<file path="src/rtl/m68k_bus_ctrl.sv">
// 68000 bus controller: decodes the upper address into one-hot chip selects and
// terminates each bus cycle with DTACK (wait-state counted or external) or BERR.
module m68k_bus_ctrl #(
    parameter int                      NREGIONS     = 4,
    parameter int                      ADDR_LSB     = 13,
    parameter logic [NREGIONS*24-1:0]  REGION_BASE  = {24'h020000, 24'h010000, 24'h004000, 24'h000000},
    parameter logic [NREGIONS*24-1:0]  REGION_LIMIT = {24'h040000, 24'h020000, 24'h010000, 24'h004000},
    parameter logic [NREGIONS*4-1:0]   REGION_WS    = {4'd2, 4'd0, 4'd3, 4'd0},
    parameter logic [NREGIONS-1:0]     REGION_EXT   = '0,
    parameter int                      BERR_TIMEOUT = 64
) (
    input  logic                  clk16,
    input  logic                  reset,
    input  logic                  as_n,
    input  logic                  uds_n,
    input  logic                  lds_n,
    input  logic                  rw,
    input  logic [23:ADDR_LSB]    addr,
    input  logic                  boot,
    input  logic                  ext_dtack_n,
    output logic [NREGIONS-1:0]   cs_n,
    output logic                  oe_n,
    output logic                  dtack_n,
    output logic                  berr_n,
    output logic [1:0]            dbg_state
);

    localparam int RW = (NREGIONS > 1) ? $clog2(NREGIONS) : 1;
    localparam int TW = $clog2(BERR_TIMEOUT + 1);

    typedef enum logic [1:0] {
        ST_IDLE = 2'd0,
        ST_WAIT = 2'd1,
        ST_ACK  = 2'd2,
        ST_BERR = 2'd3
    } state_t;

    state_t          state_q, state_d;
    logic            armed_q, armed_d;
    logic [RW-1:0]   region_q, region_d;
    logic            ext_q, ext_d;
    logic [3:0]      wcnt_q, wcnt_d;
    logic [TW-1:0]   tcnt_q, tcnt_d;
    logic            dtack_n_q, dtack_n_d;
    logic            berr_n_q, berr_n_d;

    logic [23:0]     full_addr;
    logic            hit;
    logic [RW-1:0]   hit_idx;
    logic [3:0]      hit_ws;
    logic            hit_ext;

    assign full_addr = {addr, {ADDR_LSB{1'b0}}};

    // Scan from the top down so the lowest matching index is the one left standing.
    always_comb begin
        hit     = 1'b0;
        hit_idx = '0;
        hit_ws  = 4'd0;
        hit_ext = 1'b0;
        for (int i = NREGIONS - 1; i >= 0; i--) begin
            if (full_addr >= REGION_BASE[i*24 +: 24] && full_addr < REGION_LIMIT[i*24 +: 24]) begin
                hit     = 1'b1;
                hit_idx = RW'(i);
                hit_ws  = REGION_WS[i*4 +: 4];
                hit_ext = REGION_EXT[i];
            end
        end
    end

    always_comb begin
        state_d  = state_q;
        armed_d  = armed_q | as_n;
        region_d = region_q;
        ext_d    = ext_q;
        wcnt_d   = wcnt_q;
        tcnt_d   = tcnt_q;
        case (state_q)
            ST_IDLE: begin
                // Only accept after as_n has been seen high, so a cycle straddling reset is dropped.
                if (armed_q && !as_n) begin
                    region_d = hit_idx;
                    ext_d    = hit_ext;
                    tcnt_d   = '0;
                    wcnt_d   = 4'd0;
                    if (!hit)
                        state_d = ST_BERR;
                    else if (hit_ext)
                        state_d = ST_WAIT;
                    else if (hit_ws == 4'd0)
                        state_d = ST_ACK;
                    else begin
                        state_d = ST_WAIT;
                        wcnt_d  = hit_ws - 4'd1;
                    end
                end
            end
            ST_WAIT: begin
                if (as_n)
                    state_d = ST_IDLE;
                else if (ext_q ? !ext_dtack_n : (wcnt_q == 4'd0))
                    state_d = ST_ACK;
                else begin
                    if (!ext_q)
                        wcnt_d = wcnt_q - 4'd1;
                    tcnt_d = tcnt_q + TW'(1);
                    if (tcnt_d == TW'(BERR_TIMEOUT))
                        state_d = ST_BERR;
                end
            end
            ST_ACK, ST_BERR: begin
                if (as_n)
                    state_d = ST_IDLE;
            end
            default: state_d = ST_IDLE;
        endcase
        dtack_n_d = (state_d != ST_ACK);
        berr_n_d  = (state_d != ST_BERR);
    end

    always_ff @(posedge clk16 or posedge reset) begin
        if (reset) begin
            state_q   <= ST_IDLE;
            armed_q   <= 1'b0;
            region_q  <= '0;
            ext_q     <= 1'b0;
            wcnt_q    <= 4'd0;
            tcnt_q    <= '0;
            dtack_n_q <= 1'b1;
            berr_n_q  <= 1'b1;
        end else begin
            state_q   <= state_d;
            armed_q   <= armed_d;
            region_q  <= region_d;
            ext_q     <= ext_d;
            wcnt_q    <= wcnt_d;
            tcnt_q    <= tcnt_d;
            dtack_n_q <= dtack_n_d;
            berr_n_q  <= berr_n_d;
        end
    end

    always_comb begin
        cs_n = '1;
        for (int i = 0; i < NREGIONS; i++) begin
            if ((state_q == ST_WAIT || state_q == ST_ACK) && region_q == RW'(i)
                && !as_n && !(uds_n & lds_n))
                cs_n[i] = 1'b0;
        end
    end

    assign oe_n      = boot ? 1'b1 : ~(rw & ~as_n);
    assign dtack_n   = dtack_n_q;
    assign berr_n    = berr_n_q;
    assign dbg_state = state_q;

endmodule

</file>
<file path="config.mk">
export PLATFORM = sky130hd
export DESIGN_NAME = m68k_bus_ctrl
export DESIGN_NICKNAME = d
export VERILOG_FILES = /design/src/rtl/m68k_bus_ctrl.sv
export SDC_FILE = /design/constraint.sdc
export NUM_CORES = 1
export LEC_CHECK = 0
export BUFFER_PORTS_ARGS = -buffer_cell sky130_fd_sc_hd__buf_2
export CAP_MARGIN = 5
export CORE_MARGIN = 1
export CORE_UTILIZATION = 45
export CTS_BUF_LIST = sky130_fd_sc_hd__clkbuf_16
export DETAILED_ROUTE_END_ITERATION = 7
export MAX_ROUTING_LAYER = met4
export PLACE_DENSITY = 0.76
export SLEW_MARGIN = 20
export SYNTH_ARGS = -nofsm -noshare
export SYNTH_HDL_FRONTEND = slang
export SYNTH_SLANG_ARGS = --single-unit
</file>
<file path="constraint.sdc">
create_clock -name clk16 -period 2.1 [get_ports clk16]
set_input_delay 0.42 -clock clk16 [delete_from_list [all_inputs] [get_ports clk16]]
set_output_delay 0.42 -clock clk16 [all_outputs]
set_load 0.03 [all_outputs]
</file>
# Yosys cells after proc, flatten, opt, wreduce, memory -nomap -nowiden
# Cells that the tools add are included.
# word_totals
input_bits	19
reg_bits	18
# classes
bitwise	5
order_cmp	8
reduce_logical	28
addsub	3
n_mux	35
n_eq_ne	12
# ops
operator	count
two-way mux 4 bit	8
greater-or-equal comparator 24 x 1 -> 1 bit (second input constant)	1
greater-or-equal comparator 24 x 15 -> 1 bit (second input constant)	1
greater-or-equal comparator 24 x 17 -> 1 bit (second input constant)	1
greater-or-equal comparator 24 x 18 -> 1 bit (second input constant)	1
less-than comparator 24 x 15 -> 1 bit (second input constant)	1
less-than comparator 24 x 17 -> 1 bit (second input constant)	1
less-than comparator 24 x 18 -> 1 bit (second input constant)	1
less-than comparator 24 x 19 -> 1 bit (second input constant)	1
two-way mux 2 bit	12
two-way mux 7 bit	3
logical AND 1 bit	17
case mux 7 bit (2 select lines)	1
!= test 2 bit (second input constant)	5
two-way mux 1 bit	9
== test 2 bit (second input constant)	4
zero test 4 bit	2
case mux 4 bit (2 select lines)	1
subtractor 4 x 1 -> 4 bit (second input constant)	2
adder 7 x 1 -> 7 bit (second input constant)	1
== test 7 bit (second input constant)	1
case mux 2 bit (3 select lines)	1
== test 2 x 1 -> 1 bit (second input constant)	2
zero test 2 bit	2
9 further kinds	12

# Longest topological paths before layout
# depth
word_depth	12
mapped_depth	8
depth_no_buf	8

# Least setup slack after synthesis
# No wires, ideal clock.
# synth_timing
path_kind	reg2reg
startpoint	reg state_q[0] (netlist: dbg_state[0])
endpoint	reg tcnt_q[5]
t_arrival_ns	1.957
stages_incl_launch_ff	8
slack_ns	0.008
required_ns	1.964
n_path_buf	1
setup_ns	0.136
cell_sequence	dfrtp_1 inv_1 ha_1 nor2b_1 or3_4 buf_6 o311ai_1 o41ai_1
# synth_between
elab_chain_len	3
elab_cells_between_ends	8
# synth_lines
item	line	text
start: declaration	38	state_t state_q, state_d;
start signal: assignment	132	state_q <= state_d;
== test 2 x 1 -> 1 bit or zero test 2 bit (tied branches)	78	case (state_q)
!= test 2 bit (no source line) or nonzero test 2 bit (tied branches)	-	
AND reduction 4 bit (no source line)	-	
end signal: assignment	137	tcnt_q <= tcnt_d;
end: declaration	43	logic [TW-1:0] tcnt_q, tcnt_d;
# Parallel ways exist; a longest one is shown, timed or not.
# A chain may end at the register's enable or synchronous reset.

# Final worst setup path
# layout_timing
startpoint	reg state_q[1] (netlist: dbg_state[1])
endpoint	out cs_n[0]
# layout_between
elab_chain_len	6
elab_cells_between_ends	7
# layout_lines
item	line	text
== test 2 x 1 -> 1 bit or == test 2 bit (tied branches)	146	if ((state_q == ST_WAIT || state_q == ST_ACK) && region_q == RW'(i)
logical OR 1 bit (*)	146	
logical AND 1 bit (*)	146	
logical AND 1 bit (*) (2 in a row)	147	&& !as_n && !(uds_n & lds_n))
two-way mux 1 bit (*)	146	
end: declaration	21	output logic [NREGIONS-1:0] cs_n,
# Mark *: on every way between the ends. The rest lies on a longest branch, timed or not.

==> results.json <==
{
  "syn2layout_area_growth_pct": 28.4,
  "ff_latch_area_sq_um": 453,
  "outcome": "completed",
  "synth_area_leaders": "dfrtp_1, ha_1, dfstp_2",
  "io_pins": 28,
  "die_h_um": 52.3,
  "synth_warnings": 0,
  "syn-instance-count": 127,
  "gp_congestion": 0.885,
  "synth_adder_area_share_pct": 6.59,
  "path_max_fanout": 2,
  "syn-num-nets": 152,
  "synth_simple_gate_area_share_pct": 24.9,
  "core_area_sq_mm": 0.00230,
  "cts_tree": "yes",
  "synthMuxAreaShare_pct": 0.878,
  "drv_cap": 0,
  "synth_xor_area_share_pct": 2.31,
  "fmax_mhz": 503,
  "ys_ff_latch": 18,
  "crit_slowest_cell": "dfrtp_1",
  "layoutNonFillerInstCount": 189,
  "dieWidth_um": 52.3,
  "synth.distinct_cells": 40,
  "fillCellCount": 194,
  "r2r_start": "wcnt_q[0]$_DFFE_PP0P_",
  "final_layout_size_suffix_gt1_share_pct": 31.7,
  "path_cells": "inv_2, ha_4, inv_2, a211oi_4, nor2b_4, nand2b_1, buf_6",
  "timing.final.crit_share_pct": 94.7,
  "hpwl_um": 1970,
  "ir_drop_mv": 0.911,
  "antenna_found_initial": 0,
  "synth_top_family_by_area": "simple AND/OR/NAND/NOR gates",
  "io_buffers": 25,
  "overflow": 0,
  "cts-root-buf": "clkbuf_16",
  "path_common_cell": "inv_2",
  "ys.flop_type": "dfrtp_1",
  "nNetsFinal": 187,
  "grtUsageTotal_pct": 22.6,
  "clk_latency_ps": 250,
  "grt_pass1_wl_um": 4440,
  "yosysTopAreaCell": "dfrtp_1",
  "rr_worst_depth": 6,
  "routed-via-count": 1067,
  "relSlewSlack_pct": 55.2,
  "r2r_end": "tcnt_q[5]$_DFFE_PP0P_",
  "ys_seq_area_share_pct": 39.7,
  "slew_viol_final": 0,
  "crit_path_start": "dbg_state[1]$_DFF_PP0_",
  "critPathMaxStageDelay_ps": 370,
  "hold_class": "input pin to asynchronous set/reset pin",
  "n_antenna_cell": 0,
  "die-area_sq_mm": 0.00274,
  "skew_ps": 2.10,
  "p_leak_nw": 0.658,
  "start_util_pct": 49.6,
  "drt-wirelength-per-cell_um": 14.5,
  "total_power_mw": 1.80,
  "synth_async_sr_flop_share_pct": 100,
  "first_global_vias": 1014,
  "crit_path_start_kind": "flip-flop",
  "clk_pin_slew_worst_paths_ps": 50,
  "ant_nets": 0,
  "placed_cells": 184,
  "rows": 17,
  "synth_area_sq_mm": 0.00114,
  "clock-sinks": 18,
  "cts_buffer_depth": 2,
  "syn_avg_cell_area_sq_um": 8.98,
  "h-tree-depth": 1,
  "hold_viol": 0,
  "drc": 0,
  "cp-end-kind": "output pin",
  "via_per_inst": 5.65,
  "path_class": "flip-flop to output pin",
  "netlist.area_leader.share_pct": 35.1,
  "firstDrtPassIters": 6,
  "period_needed_ps": 1990,
  "wl_um": 2740,
  "synth_edf_count": 0,
  "crit_family": "flip-flops",
  "tightest_slew_ps": 671,
  "grt_max_degree": 19,
  "setup_viol": 0,
  "cp.required_ps": 1680,
  "cts_buffers": 3,
  "path_buf_inv": 3,
  "critPathArrivalTime_ps": 1570,
  "rrSetupSlack_ps": 140,
  "grt_setup_unrepaired": "no",
  "netlist_top_cells_count": "dfrtp_1, nand2_1, nor2_1",
  "p_per_area_mw_per_mm2": 1230,
  "synth_compound_area_share_pct": 20.6,
  "multi_input_area_sq_um": 666,
  "postCtsHoldBufs": 0,
  "drt_iter0_drc": 37,
  "yosysMostFrequentCell": "dfrtp_1"
}
[repair_timing]
item,in CTS,in global routing
endpoints found under the setup margin,4,4
buffers inserted,0,1
pin swaps,1,2
endpoints found under the hold margin,0,0
resized for setup,8,6
[area by class of cell]
class	count	share of cell area (%)
clock buffers	3	5.13
clock inverters	1	0.256
inverters	11	2.82
multi-input cells	96	45.5
flip-flops and latches	18	30.9
well taps	28	2.39
repair buffers	32	13.0
[stage by stage]
step,setup TNS (ps),utilization [%],hold slack (ps),setup WS (ps),instance area (sq um)
final,0,63.7,264,112,1460
after global placement,0,57.9,480,200,1330
after floorplan,0,-,357,7.55,1140
after detailed placement,0,57.9,496,144,1330
after global routing,0,63.7,339,20.7,1460
after CTS,-3.51,62.7,291,-3.51,1440
[logic make-up after synthesis]
| kind of cell | after synthesis |
|---|---|
| adder cells (fa/ha/maj) | 6 |
| AO/OA/AOI/OAI | 34 |
| XOR/XNOR | 3 |
| AND/OR/NAND/NOR | 52 |
| buffers and inverters | 13 |
| flip-flops | 18 |
| multiplexers | 1 |
[placed cells by master, fill, tap and decap left out, types with 3 or more instances in the layout]
cell       Yosys  final
ha_1           6      5
nand2_1       14     13
o211ai_1       4      4
clkbuf_16      0      3
nor2_1        13     13
nor4_1         4      4
inv_2          0      3
a21oi_1        4      4
nand2b_1       3      3
nand3_1        4      4
buf_4          0      7
o21ai_0        8      8
nor2b_1        4      3
buf_2          0     23
inv_1         11      8
o31ai_1        5      5
dfrtp_1       16     16
[metal layers]
| layer | up-vias | routed length [um] | global-route usage [%] |
|---|---|---|---|
| li1 | 523 | - | - |
| met2 | 31 | 1480 | 40.1 |
| met5 | - | 0 | - |
| met4 | 0 | 29 | 7.02 |
| met3 | 4 | 122 | 3.48 |
| met1 | 509 | 1110 | 26.0 |
[power by group]
part / total [mW] / switching (mW) / internal (mW)
Combinational: 0.885 / 0.517 / 0.368
Clock: 0.378 / 0.125 / 0.253
Sequential: 0.538 / 0.0896 / 0.448
Total: 1.80 / 0.732 / 1.07
[registers in the layout, indices dropped and copies added, names as in the netlist]
| signal | flops |
|---|---|
| dbg_state | 2 |
| armed_q | 1 |
| dtack_n | 1 |
| tcnt_q | 7 |
| wcnt_q | 4 |
| region_q | 2 |
| berr_n | 1 |
[how the worst max path moves through the flow]
stage                                  endpoint  slack [ps]  cells after the start
final                                   cs_n[0]         110                      7
after global routing      tcnt_q[5]$_DFFE_PP0P_          20                      6
after CTS                               cs_n[1]          -4                      7
after detailed placement  tcnt_q[5]$_DFFE_PP0P_         140                      6
after global placement    tcnt_q[6]$_DFFE_PP0P_         200                      6
after floorplan           tcnt_q[5]$_DFFE_PP0P_           8                      7
[worst register-to-register path, stage by stage, from the launching register on]
cell and delay (ps):
dfrtp_1 420, inv_1 60, ha_1 200, nor3b_2 190, or3_4 420, buf_4 170
o41ai_1 370
(Power assumes the default switching activity.)
